`src/rtl/ahb_dsram_arbiter.sv`:
```
// Two-master AHB-Lite arbiter in front of the data SRAM slave; losing transfers are held and replayed.
// Define AHB_DSRAM_ARB_RR_EN for round-robin arbitration; otherwise M0 has fixed priority.
module ahb_dsram_arbiter #(
  parameter int AW = 16
) (
  input  logic          HCLK,
  input  logic          HRESETn,
  input  logic          HSEL_M0,
  input  logic [1:0]    HTRANS_M0,
  input  logic [2:0]    HSIZE_M0,
  input  logic          HWRITE_M0,
  input  logic [AW-1:0] HADDR_M0,
  input  logic [31:0]   HWDATA_M0,
  input  logic          HREADY_M0,
  output logic          HREADYOUT_M0,
  output logic          HRESP_M0,
  output logic [31:0]   HRDATA_M0,
  input  logic          HSEL_M1,
  input  logic [1:0]    HTRANS_M1,
  input  logic [2:0]    HSIZE_M1,
  input  logic          HWRITE_M1,
  input  logic [AW-1:0] HADDR_M1,
  input  logic [31:0]   HWDATA_M1,
  input  logic          HREADY_M1,
  output logic          HREADYOUT_M1,
  output logic          HRESP_M1,
  output logic [31:0]   HRDATA_M1,
  output logic          HSEL_S,
  output logic [1:0]    HTRANS_S,
  output logic [2:0]    HSIZE_S,
  output logic          HWRITE_S,
  output logic [AW-1:0] HADDR_S,
  output logic [31:0]   HWDATA_S,
  output logic          HREADY_S,
  input  logic          HREADYOUT_SI,
  input  logic          HRESP_SI,
  input  logic [31:0]   HRDATA_SI
);

  typedef enum logic [1:0] {OWN_NONE = 2'd0, OWN_M0 = 2'd1, OWN_M1 = 2'd2} own_t;
  localparam logic [1:0] TRANS_IDLE   = 2'b00;
  localparam logic [1:0] TRANS_NONSEQ = 2'b10;

  own_t          dp_own;
  logic          pend0, pend1;
  logic [2:0]    hold_size0, hold_size1;
  logic          hold_write0, hold_write1;
  logic [AW-1:0] hold_addr0, hold_addr1;

  logic live0, live1, cand0, cand1, gnt0, gnt1, cap0, cap1;

  // Gating with HRESETn keeps a live master off the slave bus while reset is asserted.
  assign live0 = HRESETn & HSEL_M0 & HTRANS_M0[1] & HREADY_M0;
  assign live1 = HRESETn & HSEL_M1 & HTRANS_M1[1] & HREADY_M1;
  assign cand0 = pend0 | live0;
  assign cand1 = pend1 | live1;

`ifdef AHB_DSRAM_ARB_RR_EN
  logic last_m1;

  assign gnt0 = cand0 & (~cand1 | last_m1);
  assign gnt1 = cand1 & ~gnt0;

  always_ff @(posedge HCLK or negedge HRESETn) begin
    if (!HRESETn) begin
      last_m1 <= 1'b1;
    end else if (HREADYOUT_SI && (gnt0 || gnt1)) begin
      last_m1 <= gnt1;
    end
  end
`else
  assign gnt0 = cand0;
  assign gnt1 = cand1 & ~cand0;
`endif

  // A live request not issued this cycle (lost, or slave busy) goes into its hold register.
  assign cap0 = live0 & ~pend0 & ~(gnt0 & HREADYOUT_SI);
  assign cap1 = live1 & ~pend1 & ~(gnt1 & HREADYOUT_SI);

  always_comb begin
    HSEL_S   = 1'b0;
    HTRANS_S = TRANS_IDLE;
    HSIZE_S  = '0;
    HWRITE_S = 1'b0;
    HADDR_S  = '0;
    if (gnt0) begin
      HSEL_S   = 1'b1;
      HTRANS_S = pend0 ? TRANS_NONSEQ : HTRANS_M0;
      HSIZE_S  = pend0 ? hold_size0   : HSIZE_M0;
      HWRITE_S = pend0 ? hold_write0  : HWRITE_M0;
      HADDR_S  = pend0 ? hold_addr0   : HADDR_M0;
    end else if (gnt1) begin
      HSEL_S   = 1'b1;
      HTRANS_S = pend1 ? TRANS_NONSEQ : HTRANS_M1;
      HSIZE_S  = pend1 ? hold_size1   : HSIZE_M1;
      HWRITE_S = pend1 ? hold_write1  : HWRITE_M1;
      HADDR_S  = pend1 ? hold_addr1   : HADDR_M1;
    end
  end

  always_ff @(posedge HCLK or negedge HRESETn) begin
    if (!HRESETn) begin
      pend0       <= 1'b0;
      pend1       <= 1'b0;
      dp_own      <= OWN_NONE;
      hold_size0  <= '0;
      hold_write0 <= 1'b0;
      hold_addr0  <= '0;
      hold_size1  <= '0;
      hold_write1 <= 1'b0;
      hold_addr1  <= '0;
    end else begin
      if (cap0) begin
        pend0       <= 1'b1;
        hold_size0  <= HSIZE_M0;
        hold_write0 <= HWRITE_M0;
        hold_addr0  <= HADDR_M0;
      end else if (pend0 && gnt0 && HREADYOUT_SI) begin
        pend0 <= 1'b0;
      end
      if (cap1) begin
        pend1       <= 1'b1;
        hold_size1  <= HSIZE_M1;
        hold_write1 <= HWRITE_M1;
        hold_addr1  <= HADDR_M1;
      end else if (pend1 && gnt1 && HREADYOUT_SI) begin
        pend1 <= 1'b0;
      end
      if (HREADYOUT_SI) begin
        dp_own <= gnt0 ? OWN_M0 : (gnt1 ? OWN_M1 : OWN_NONE);
      end
    end
  end

  // Response routing: the data-phase owner sees the slave; a pending master is stalled.
  always_comb begin
    HREADYOUT_M0 = ~pend0;
    HRESP_M0     = 1'b0;
    HRDATA_M0    = '0;
    HREADYOUT_M1 = ~pend1;
    HRESP_M1     = 1'b0;
    HRDATA_M1    = '0;
    HWDATA_S     = '0;
    case (dp_own)
      OWN_M0: begin
        HREADYOUT_M0 = HREADYOUT_SI;
        HRESP_M0     = HRESP_SI;
        HRDATA_M0    = HRDATA_SI;
        HWDATA_S     = HWDATA_M0;
      end
      OWN_M1: begin
        HREADYOUT_M1 = HREADYOUT_SI;
        HRESP_M1     = HRESP_SI;
        HRDATA_M1    = HRDATA_SI;
        HWDATA_S     = HWDATA_M1;
      end
      default: ;
    endcase
  end

  assign HREADY_S = HREADYOUT_SI;

endmodule

```
`config.mk`:
```
export PLATFORM = sky130hd
export DESIGN_NAME = ahb_dsram_arbiter
export DESIGN_NICKNAME = d
export VERILOG_FILES = /design/src/rtl/ahb_dsram_arbiter.sv
export SDC_FILE = /design/constraint.sdc
export NUM_CORES = 1
export LEC_CHECK = 0
export CORE_AREA = 2 2 106 108
export CTS_CLUSTER_DIAMETER = 150
export DETAILED_ROUTE_END_ITERATION = 12
export DIE_AREA = 0 0 108 110
export DONT_BUFFER_PORTS = 1
export GPL_TIMING_DRIVEN = 0
export SLEW_MARGIN = 20
export SYNTH_ARGS = -nofsm -noshare
export SYNTH_HDL_FRONTEND = slang
export SYNTH_SLANG_ARGS = --single-unit
```
`constraint.sdc`:
```
create_clock -name HCLK -period 3.9 [get_ports HCLK]
set_input_delay 0.195 -clock HCLK [delete_from_list [all_inputs] [get_ports HCLK]]
set_output_delay 0.195 -clock HCLK [all_outputs]
set_load 0.05 [all_outputs]
```
==> impl_metrics.py, run 1 <==
metrics = {
    "sta": {
        "min_period_over_period": 0.697,
        "setup_viol": 0,
        "finalHoldViolCount": 0,
        "rsz0062_at_grt": "false",
        "slew_viol_final": 0,
        "worstMarginPinSlew_ns": 1.19,
        "min_period_ns": 2.72,
        "tns_ns": 0,
        "max-slew-margin-rel": 0.204,
        "skew_ns": 0.00780,
        "max_freq_mhz": 368,
    },
    "global_route": {
        "top_usage_layer": "met2",
        "grt_overflow": 0,
        "grt_pass1_vias": 2981,
        "use_met1": 0.283,
        "met3_usage": 0.183,
        "gr-usage-all-layers": 0.235,
        "grt_pass1_wl_mm": 19.6,
        "grt_use_met2": 0.341,
        "grt_max_degree": 45,
        "antenna_found_initial": 3,
    },
    "clock_network": {
        "root_buffer": "clkbuf_8",
        "cts_tree": "done",
        "clkSlewWorstSetupHoldPaths_ns": 0.09,
        "clock_path_buffers": 2,
        "ctsResizeCount": 0,
        "post_cts_buffers": 0,
        "cts_buffers": 5,
        "clock-sinks": 44,
        "clock_latency_ns": 0.30,
        "htreeDepth": 2,
    },
    "detailed_routing": {
        "drtIter0Drc": 165,
        "firstDrtPassIters": 5,
        "vias_per_cell": 5.66,
        "final_antenna_net_count": 0,
        "drc_errors": 0,
        "via_count": 2975,
        "wl_per_cell_um": 27.6,
        "totalWireLength_mm": 14.5,
    },
    "synth": {
        "ys_ff_latch": 44,
        "syn_area_mm2": 0.00339,
        "async_flop_share": 1.00,
        "avgSynthCellArea_um2": 9.02,
        "synth_top_flop_cell": "dfrtp_1",
        "yosysUniqueCellTypes": 28,
        "syn_nets": 526,
        "synth_edf_count": 0,
        "ys_seq_area_frac": 0.324,
        "netlist_instances": 376,
        "ys_warn_count": 0,
    },
    "setup_path": {
        "critPathBufInv": 1,
        "cp_num_cells": 4,
        "rr_worst_depth": 5,
        "arrival_ns": 2.52,
        "cp_slowest_cell": "a21oi_1",
        "slowest_delay_ns": 0.84,
        "path_class": "flip-flop to output port",
        "start_kind": "flip-flop",
        "path_max_fanout": 10,
        "endpoint_kind": "output port",
        "crit_chain": "a41o_1 > clkbuf_1 > nand3_1 > a21oi_1",
        "path_delay_family": "compound AO/OA/AOI/OAI gates",
        "required_ns": 3.70,
    },
    "power_and_ir_drop": {
        "seq_power_share": 0.367,
        "leakage_nw": 1.54,
        "ir_drop_mv": 0.220,
        "p_switching_uw": 740,
        "internal_power_uw": 935,
        "power_per_cell_area_mw_per_mm2": 447,
        "p_comb_frac": 0.413,
        "power_frac_clock": 0.220,
        "p_sw_frac": 0.442,
    },
    "die": {
        "core_area_mm2": 0.0107,
        "pin_count": 272,
        "initial_core_util": 0.317,
        "die_h_um": 110,
        "rows": 38,
        "dieArea_mm2": 0.0119,
        "fp.dieW_um": 108,
    },
    "outcome": {
        "status": "completed",
    },
    "placement": {
        "dp.cells": 516,
        "gp_congestion": 1.05,
        "io_buffers": 0,
        "dpl.hpwl_mm": 12.1,
    },
    "final_layout": {
        "drive_above_1_share": 0.176,
        "instances_no_fill": 526,
        "area_growth_syn_to_layout_pct": 10.4,
        "antenna_cells": 0,
        "final_net_count": 535,
    },
    "worst_hold_path": {
        "hold_path_class": "input port to flip-flop",
        "min_delay_path_depth": 1,
    },
    "run": {
        "cap_violations": 0,
    },
}
[layout make-up]
| type | instances | area [µm²] |
|---|---|---|
| multi-input combinational | 294 | 2140 |
| inverter | 2 | 7.51 |
| sequential | 44 | 1100 |
| clock inverter | 3 | 46.3 |
| timing repair buffer | 2 | 37.5 |
| buffer | 36 | 165 |
| tap | 140 | 175 |
| clock buffer | 5 | 68.8 |
| fill | 1129 | 6950 |
[state kept, by name, indices dropped and copies added (netlist names)]
name,count
dp_own,2
hold_addr0,16
hold_addr1,16
hold_size0,3
hold_size1,3
hold_write0,1
hold_write1,1
pend0,1
pend1,1
[per-stage QoR]
stage | area [µm²] | hold slack [ns] | total power [mW] | setup WS [ns] | utilization
2_1_floorplan | 3390 | -0.101 | 1.19 | 1.80 | -
3_3_place_gp | 3570 | -0.0992 | 1.28 | 1.36 | 0.334
3_5_place_dp | 3580 | -0.0993 | 1.30 | 1.47 | 0.334
4_1_cts | 3730 | 0.0168 | 1.68 | 1.12 | 0.349
5_1_grt | 3750 | 0.00177 | 1.76 | 0.987 | 0.350
6_report | 3750 | 0.0238 | 1.67 | 1.18 | 0.350
[metal layers]
metal	wire length, µm	part of all wire
met1	5690	0.39
met2	6010	0.41
met3	2670	0.18
met4	85	0.0059
met5	44	0.0030
[placed cells by master, fill, tap and decap left out, drive strengths merged]
master / count
a211oi: 1
a21boi: 1
a21oi: 42
a22oi: 32
a41o: 1
a41oi: 1
and2: 66
and4: 1
buf: 11
bufinv: 1
clkbuf: 31
clkinvlp: 1
dfrtp: 44
dlygate4sd3: 1
ha: 2
inv: 3
mux2: 60
nand2: 3
nand2b: 2
nand3: 21
nand4: 2
nor2: 34
nor2b: 20
o21ai: 3
or3: 1
or4b: 1
[worst reg2reg max path: stages, from the launching register on]
cell,delay [ns]
dfrtp_1,0.36
buf_2,0.16
a41oi_2,0.40
a211oi_2,0.15
buf_4,0.22
mux2_1,0.34
[cell usage after synthesis (3+ instances only)]
master / instances / area share
nor2_1: 34 / 0.038
mux2_4: 20 / 0.088
dfrtp_1: 44 / 0.32
nand3_1: 21 / 0.031
a22oi_1: 32 / 0.071
nand2_1: 3 / 0.0033
a21oi_1: 42 / 0.062
buf_4: 3 / 0.0066
o21ai_0: 3 / 0.0044
clkbuf_1: 26 / 0.029
buf_2: 3 / 0.0044
mux2_1: 20 / 0.066
nor2b_1: 20 / 0.037
and2_1: 66 / 0.12
mux2_2: 20 / 0.066
[timing repair]
| item | 4_1_cts | 5_1_grt |
|---|---|---|
| endpoints found under the hold margin | 44 | 0 |
| hold buffers | 2 | 0 |
| endpoints found under the setup margin | 0 | 0 |
[worst paths after layout]
check | slack [ns] | to | from
max | 1.18 | HADDR_S[12] | pend1
min | 0.02 | hold_addr1[4] | HADDR_M1[4]
max reg2reg | 2.16 | hold_addr1[14] | pend0
min reg2reg | 0.49 | hold_addr1[3] | hold_addr1[3]
max in group asynchronous | 3.30 | dp_own[0] | HRESETn
min in group asynchronous | 0.38 | hold_addr0[0] | HRESETn
[power by group through the flow]
stage	logic, mW	clock network, mW	registers, mW
finish	0.692	0.368	0.614
global route	0.730	0.399	0.628
CTS	0.691	0.377	0.614
detailed placement	0.676	0	0.621
global placement	0.665	0	0.614
floorplan	0.585	0	0.604
[cells by family (layout without fill, tap and decap cells)]
logic type	Yosys count	in the layout	share of synthesized area
flip-flops	44	44	0.324
multiplexers	60	60	0.221
AND/OR/NAND/NOR	151	151	0.245
AO/OA/AOI/OAI	81	81	0.151
adder cells (fa/ha/maj)	2	2	0.00737
buffers and inverters	38	48	0.0509
(Power assumes the default switching activity.)
==> inputs of run 2 (changes only) <==
--- a/config.mk
+++ b/config.mk
@@ -5,10 +5,10 @@
 export SDC_FILE = /design/constraint.sdc
 export NUM_CORES = 1
 export LEC_CHECK = 0
-export CORE_AREA = 2 2 106 108
+export CORE_AREA = 2 2 104 106
 export CTS_CLUSTER_DIAMETER = 150
 export DETAILED_ROUTE_END_ITERATION = 12
-export DIE_AREA = 0 0 108 110
+export DIE_AREA = 0 0 106 108
 export DONT_BUFFER_PORTS = 1
 export GPL_TIMING_DRIVEN = 0
 export SLEW_MARGIN = 20
==> constraint.sdc (replaced) <==
create_clock -name HCLK -period 2.7 [get_ports HCLK]
set_input_delay 0.135 -clock HCLK [delete_from_list [all_inputs] [get_ports HCLK]]
set_output_delay 0.135 -clock HCLK [all_outputs]
set_load 0.05 [all_outputs]
==> run 2 against run 1 <==
Non-clock buffer count rose by 40. Clock-buffer cell count stayed put. Worst setup slack got worse by 1.1 ns. Worst hold slack improved by 0.17 ns. Global-route usage grew 1.4 points. Core utilization grew 5.7 points. Combinational power increased by 55%. Clock skew decreased by 0.0014 ns.
==> impl_metrics.py, run 2 (synthesis results as in run 1) <==
metrics = {
    "clock_network": {
        "root_buffer": "clkbuf_8",
        "clock_path_buffers": 2,
        "clock-sinks": 44,
        "clock_latency_ns": 0.29,
        "clkSlewWorstSetupHoldPaths_ns": 0.08,
        "post_cts_buffers": 0,
        "htreeDepth": 2,
        "cts_buffers": 5,
        "cts_tree": "done",
    },
    "global_route": {
        "top_usage_layer": "met2",
        "grt_pass1_wl_mm": 20.4,
        "grt_use_met2": 0.321,
        "grt_overflow": 0,
        "antenna_found_initial": 2,
        "met3_usage": 0.250,
        "use_met1": 0.287,
        "grt_max_degree": 45,
        "grt_pass1_vias": 3227,
        "gr-usage-all-layers": 0.250,
    },
    "placement": {
        "placed_area_mm2": 0.00356,
        "io_buffers": 0,
        "dpl.hpwl_mm": 11.8,
        "pre_cts_slack_ns": 0.381,
        "dp.cells": 512,
        "gp_congestion": 0.984,
    },
    "setup_path": {
        "r2r_start": "pend0",
        "startpoint": "pend1",
        "r2r-end": "hold_addr1[14]",
        "path_max_fanout": 10,
        "path_class": "flip-flop to output port",
        "endpoint_kind": "output port",
        "arrival_ns": 2.46,
        "rr_worst_depth": 5,
        "regToRegSetupSlack_ns": 0.95,
        "required_ns": 2.57,
        "start_kind": "flip-flop",
    },
    "run": {
        "cap_violations": 0,
    },
    "power_and_ir_drop": {
        "leakage_nw": 1.70,
        "ir_drop_mv": 0.325,
        "power_mw": 2.45,
        "power_per_cell_area_mw_per_mm2": 587,
    },
    "worst_hold_path": {
        "hold_end": "pend0",
        "min_delay_path_depth": 2,
        "hold_start": "HSEL_M0",
        "hold_path_class": "input port to flip-flop",
    },
    "die": {
        "core_area_mm2": 0.0102,
        "rows": 37,
        "fp.dieW_um": 106,
        "initial_core_util": 0.332,
        "dieArea_mm2": 0.0114,
        "die_h_um": 108,
        "pin_count": 272,
    },
    "sta": {
        "min_period_over_period": 0.960,
        "setup_ws_ns": 0.108,
        "whs_ns": 0.195,
        "setup_viol": 0,
        "max-slew-margin-rel": 0.226,
        "finalHoldViolCount": 0,
        "min_period_ns": 2.59,
        "tns_ns": 0,
        "max_freq_mhz": 386,
        "rsz0062_at_grt": "false",
        "slew_viol_final": 0,
        "worstMarginPinSlew_ns": 1.16,
        "skew_ns": 0.00644,
    },
    "detailed_routing": {
        "drc_errors": 0,
        "vias_per_cell": 5.59,
        "via_count": 3141,
        "firstDrtPassIters": 4,
        "wl_per_cell_um": 26.4,
        "totalWireLength_mm": 14.8,
        "final_antenna_net_count": 0,
        "drtIter0Drc": 168,
    },
    "final_layout": {
        "layout_commonest_cell": "and2_1",
        "final_net_count": 575,
        "area_growth_syn_to_layout_pct": 22.9,
        "reg_top3": "hold_addr0: 16 flops, hold_addr1: 16 flops",
        "instances_no_fill": 562,
        "final_cell_mix": "66 x and2_1, 44 x dfrtp_1, 41 x a21oi_1, 41 x dlygate4sd3_1, 32 x a22oi_1",
        "drive_above_1_share": 0.191,
        "fillers": 1052,
        "finalInstanceArea_mm2": 0.00417,
        "finish.utilization": 0.407,
    },
    "outcome": {
        "status": "completed",
    },
}
[run 2: changes by cell type in the layout (fill, tap and decap cells not counted), sizes merged]
cell,previous run,this run
clkinvlp,1,0
diode,0,2
dlygate4sd3,1,41
inv,3,2
[run 2: report_power, final]
group / internal (mW) / leakage (nW) / switching, mW / total (mW)
sequential: 0.809 / 0.543 / 0.0795 / 0.889
combinational: 0.304 / 1.11 / 0.767 / 1.07
clock: 0.266 / 0.0501 / 0.224 / 0.489
total: 1.38 / 1.70 / 1.07 / 2.45
[run 2: worst max-delay path, stage by stage (launching register included)]
cell and delay, ns:
dfrtp_1 0.44, a41o_1 0.23, clkbuf_1 0.49, nand3_1 0.17, a21oi_1 0.82
[run 2: worst max path at each step]
stage / to / slack [ns] / depth (start not counted)
after CTS: HREADYOUT_M1 / 0.05 / 6
after global placement: HREADYOUT_M1 / 0.40 / 6
after floorplan: HREADYOUT_M1 / 0.66 / 4
after global routing: HSIZE_S[1] / 0.0009 / 4
final: HSIZE_S[1] / 0.11 / 4
after detailed placement: HREADYOUT_M1 / 0.38 / 6
[run 2: repair_timing]
action                                 CTS  global route
hold buffers                            42             0
endpoints found under the hold margin   84             0
setup endpoints to repair                0             7
resized for setup                        0             7
[run 2: routing by layer]
| metal | vias to the layer above | part of all wire | wire length (µm) |
|---|---|---|---|
| li1 | 1406 | - | - |
| met1 | 1538 | 0.38 | 5690 |
| met3 | 17 | 0.22 | 3280 |
| met4 | 0 | 0.020 | 304 |
| met2 | 180 | 0.38 | 5570 |
| met5 | - | 0 | 0 |
[run 2: layout make-up]
type                       count  area [µm²]  area share
buffer                        36         165      0.0396
timing repair buffer          42         438       0.105
clock buffer                   5        68.8      0.0165
inverter                       2        7.51     0.00180
sequential                    44        1100       0.264
multi-input combinational    294        2180       0.524
tap                          136         170      0.0408
clock inverter                 1        30.0     0.00720
antenna                        2        5.00     0.00120
==> inputs of run 3 (changes only) <==
--- a/config.mk
+++ b/config.mk
@@ -11,6 +11,7 @@
 export DIE_AREA = 0 0 106 108
 export DONT_BUFFER_PORTS = 1
 export GPL_TIMING_DRIVEN = 0
+export SETUP_SLACK_MARGIN = 0.15
 export SLEW_MARGIN = 20
 export SYNTH_ARGS = -nofsm -noshare
 export SYNTH_HDL_FRONTEND = slang
==> run 3 against run 2 <==
Sequential share of layout area down 0.60 points. Critical path depth grew 1. Worst setup slack better by 0.20 ns. Sequential power about the same. Combinational power about the same. Non-clock buffer count is the same. Die area did not move. Sequential cell count did not move. Final area up 2.3%. Global-route usage is 0.24 points higher. Critical path type unchanged. Largest power group unchanged. Highest routed layer unchanged.
==> impl_metrics.py, run 3 (synthesis results as in run 1) <==
metrics = {
    "outcome": {
        "status": "completed",
    },
    "setup_path": {
        "rr_worst_depth": 5,
        "cp_slowest_cell": "and2_1",
        "crit_chain": "inv_1 > ha_1 > clkbuf_1 > clkbuf_1 > and2_1",
        "arrival_ns": 2.26,
        "start_kind": "flip-flop",
        "crit_top_cell": "clkbuf_1",
        "path_max_fanout": 10,
        "slowest_delay_ns": 0.52,
        "regToRegSetupSlack_ns": 0.95,
        "required_ns": 2.57,
        "endpoint_kind": "output port",
        "r2r_start": "pend0",
        "r2r-end": "hold_addr1[14]",
        "path_class": "flip-flop to output port",
        "startpoint": "dp_own[1]",
    },
    "clock_network": {
        "root_buffer": "clkbuf_8",
        "clock_path_buffers": 2,
        "clkSlewWorstSetupHoldPaths_ns": 0.07,
        "clock_latency_ns": 0.30,
        "clock-sinks": 44,
        "cts_tree": "done",
        "htreeDepth": 2,
        "cts_buffers": 5,
    },
    "power_and_ir_drop": {
        "ir_drop_mv": 0.303,
        "power_mw": 2.47,
        "power_per_cell_area_mw_per_mm2": 579,
        "leakage_nw": 1.71,
    },
    "placement": {
        "gp_congestion": 0.984,
        "dpl.hpwl_mm": 11.8,
        "io_buffers": 0,
    },
    "die": {
        "dieArea_mm2": 0.0114,
        "die_h_um": 108,
        "pin_count": 272,
        "core_area_mm2": 0.0102,
        "initial_core_util": 0.332,
        "fp.dieW_um": 106,
        "rows": 37,
    },
    "global_route": {
        "grt_pass1_vias": 3261,
        "grt_max_degree": 45,
        "grt_use_met2": 0.325,
        "top_usage_layer": "met2",
        "antenna_found_initial": 2,
        "use_met1": 0.288,
        "met3_usage": 0.250,
        "gr-usage-all-layers": 0.252,
        "grt_pass1_wl_mm": 20.6,
        "grt_overflow": 0,
    },
    "run": {
        "cap_violations": 0,
    },
    "final_layout": {
        "reg_top3": "hold_addr0: 16 flops, hold_addr1: 16 flops",
        "drive_above_1_share": 0.264,
        "area_growth_syn_to_layout_pct": 25.7,
        "layout_commonest_cell": "and2_1",
        "final_net_count": 575,
        "finish.utilization": 0.417,
        "final_cell_mix": "65 x and2_1, 44 x dfrtp_1, 41 x dlygate4sd3_1, 32 x a22oi_1, 32 x nor2_2",
        "fillers": 1044,
    },
    "worst_hold_path": {
        "hold_start": "HSEL_M0",
        "hold_end": "pend0",
        "hold_path_class": "input port to flip-flop",
        "min_delay_path_depth": 2,
    },
    "sta": {
        "tns_ns": 0,
        "min_period_ns": 2.40,
        "max_freq_mhz": 417,
        "worstMarginPinSlew_ns": 1.14,
        "slew_viol_final": 0,
        "setup_viol": 0,
        "skew_ns": 0.0126,
        "finalHoldViolCount": 0,
        "min_period_over_period": 0.888,
        "max-slew-margin-rel": 0.241,
        "rsz0062_at_grt": "false",
    },
    "detailed_routing": {
        "drtIter0Drc": 200,
        "vias_per_cell": 5.53,
        "totalWireLength_mm": 14.9,
        "final_antenna_net_count": 0,
        "drc_errors": 0,
        "firstDrtPassIters": 5,
        "via_count": 3107,
        "wl_per_cell_um": 26.6,
    },
}
[run 3: cell types whose count changed in the layout (fill, tap and decap cells not counted)]
cell,change
nor2_2,+11
and2_1,-1
a21oi_1,-18
a21oi_2,+18
clkbuf_1,-1
nor2_1,-11
and2_2,+1
clkbuf_2,+1
[run 3: how the worst max path moves through the flow]
stage,depth (start not counted),endpoint
after detailed placement,6,HREADYOUT_M1
after global routing,5,HRDATA_M0[28]
after CTS,5,HWDATA_S[23]
after floorplan,4,HREADYOUT_M1
after global placement,6,HREADYOUT_M1
final,5,HRDATA_M0[24]
[run 3: area by class of cell]
type                       instances  area [µm²]  share of cell area
sequential                        44        1100               0.258
clock inverter                     1        30.0             0.00704
tap                              136         170              0.0399
timing repair buffer              42         438               0.103
inverter                           2        7.51             0.00176
clock buffer                       5        68.8              0.0161
multi-input combinational        294        2280               0.534
buffer                            36         166              0.0390
antenna                            2        5.00             0.00117
[run 3: repair_timing]
item / CTS / global route
hold buffers: 42 / 0
setup buffers: 0 / 0
resized for setup: 13 / 28
setup endpoints to repair: 13 / 29
endpoints found under the hold margin: 84 / 0
[run 3: metal layers]
layer,up-vias,share of wire
met2,177,0.38
met3,19,0.21
li1,1407,-
met5,-,0
met1,1504,0.39
met4,0,0.023
[run 3: critical path, delay by kind of cell (launching register included)]
family	cells	cell delay (ns)
simple gates	1	0.52
flops	1	0.38
fa+ha+maj	1	0.22
buf+inv	3	0.86
[run 3: per-stage QoR]
stage	cell area (µm²)	hold slack, ns	setup slack, ns	instances
floorplan	3390	-0.161	0.663	376
global placement	3560	-0.159	0.403	512
detailed placement	3560	-0.159	0.381	512
CTS	4150	0.186	0.141	560
global route	4270	0.236	0.186	562
finish	4270	0.200	0.303	562
[run 3: power breakdown]
| group | leakage [nW] | internal [mW] | switching [mW] |
|---|---|---|---|
| clock network | 0.0501 | 0.266 | 0.224 |
| logic | 1.11 | 0.314 | 0.779 |
| registers | 0.543 | 0.809 | 0.0794 |
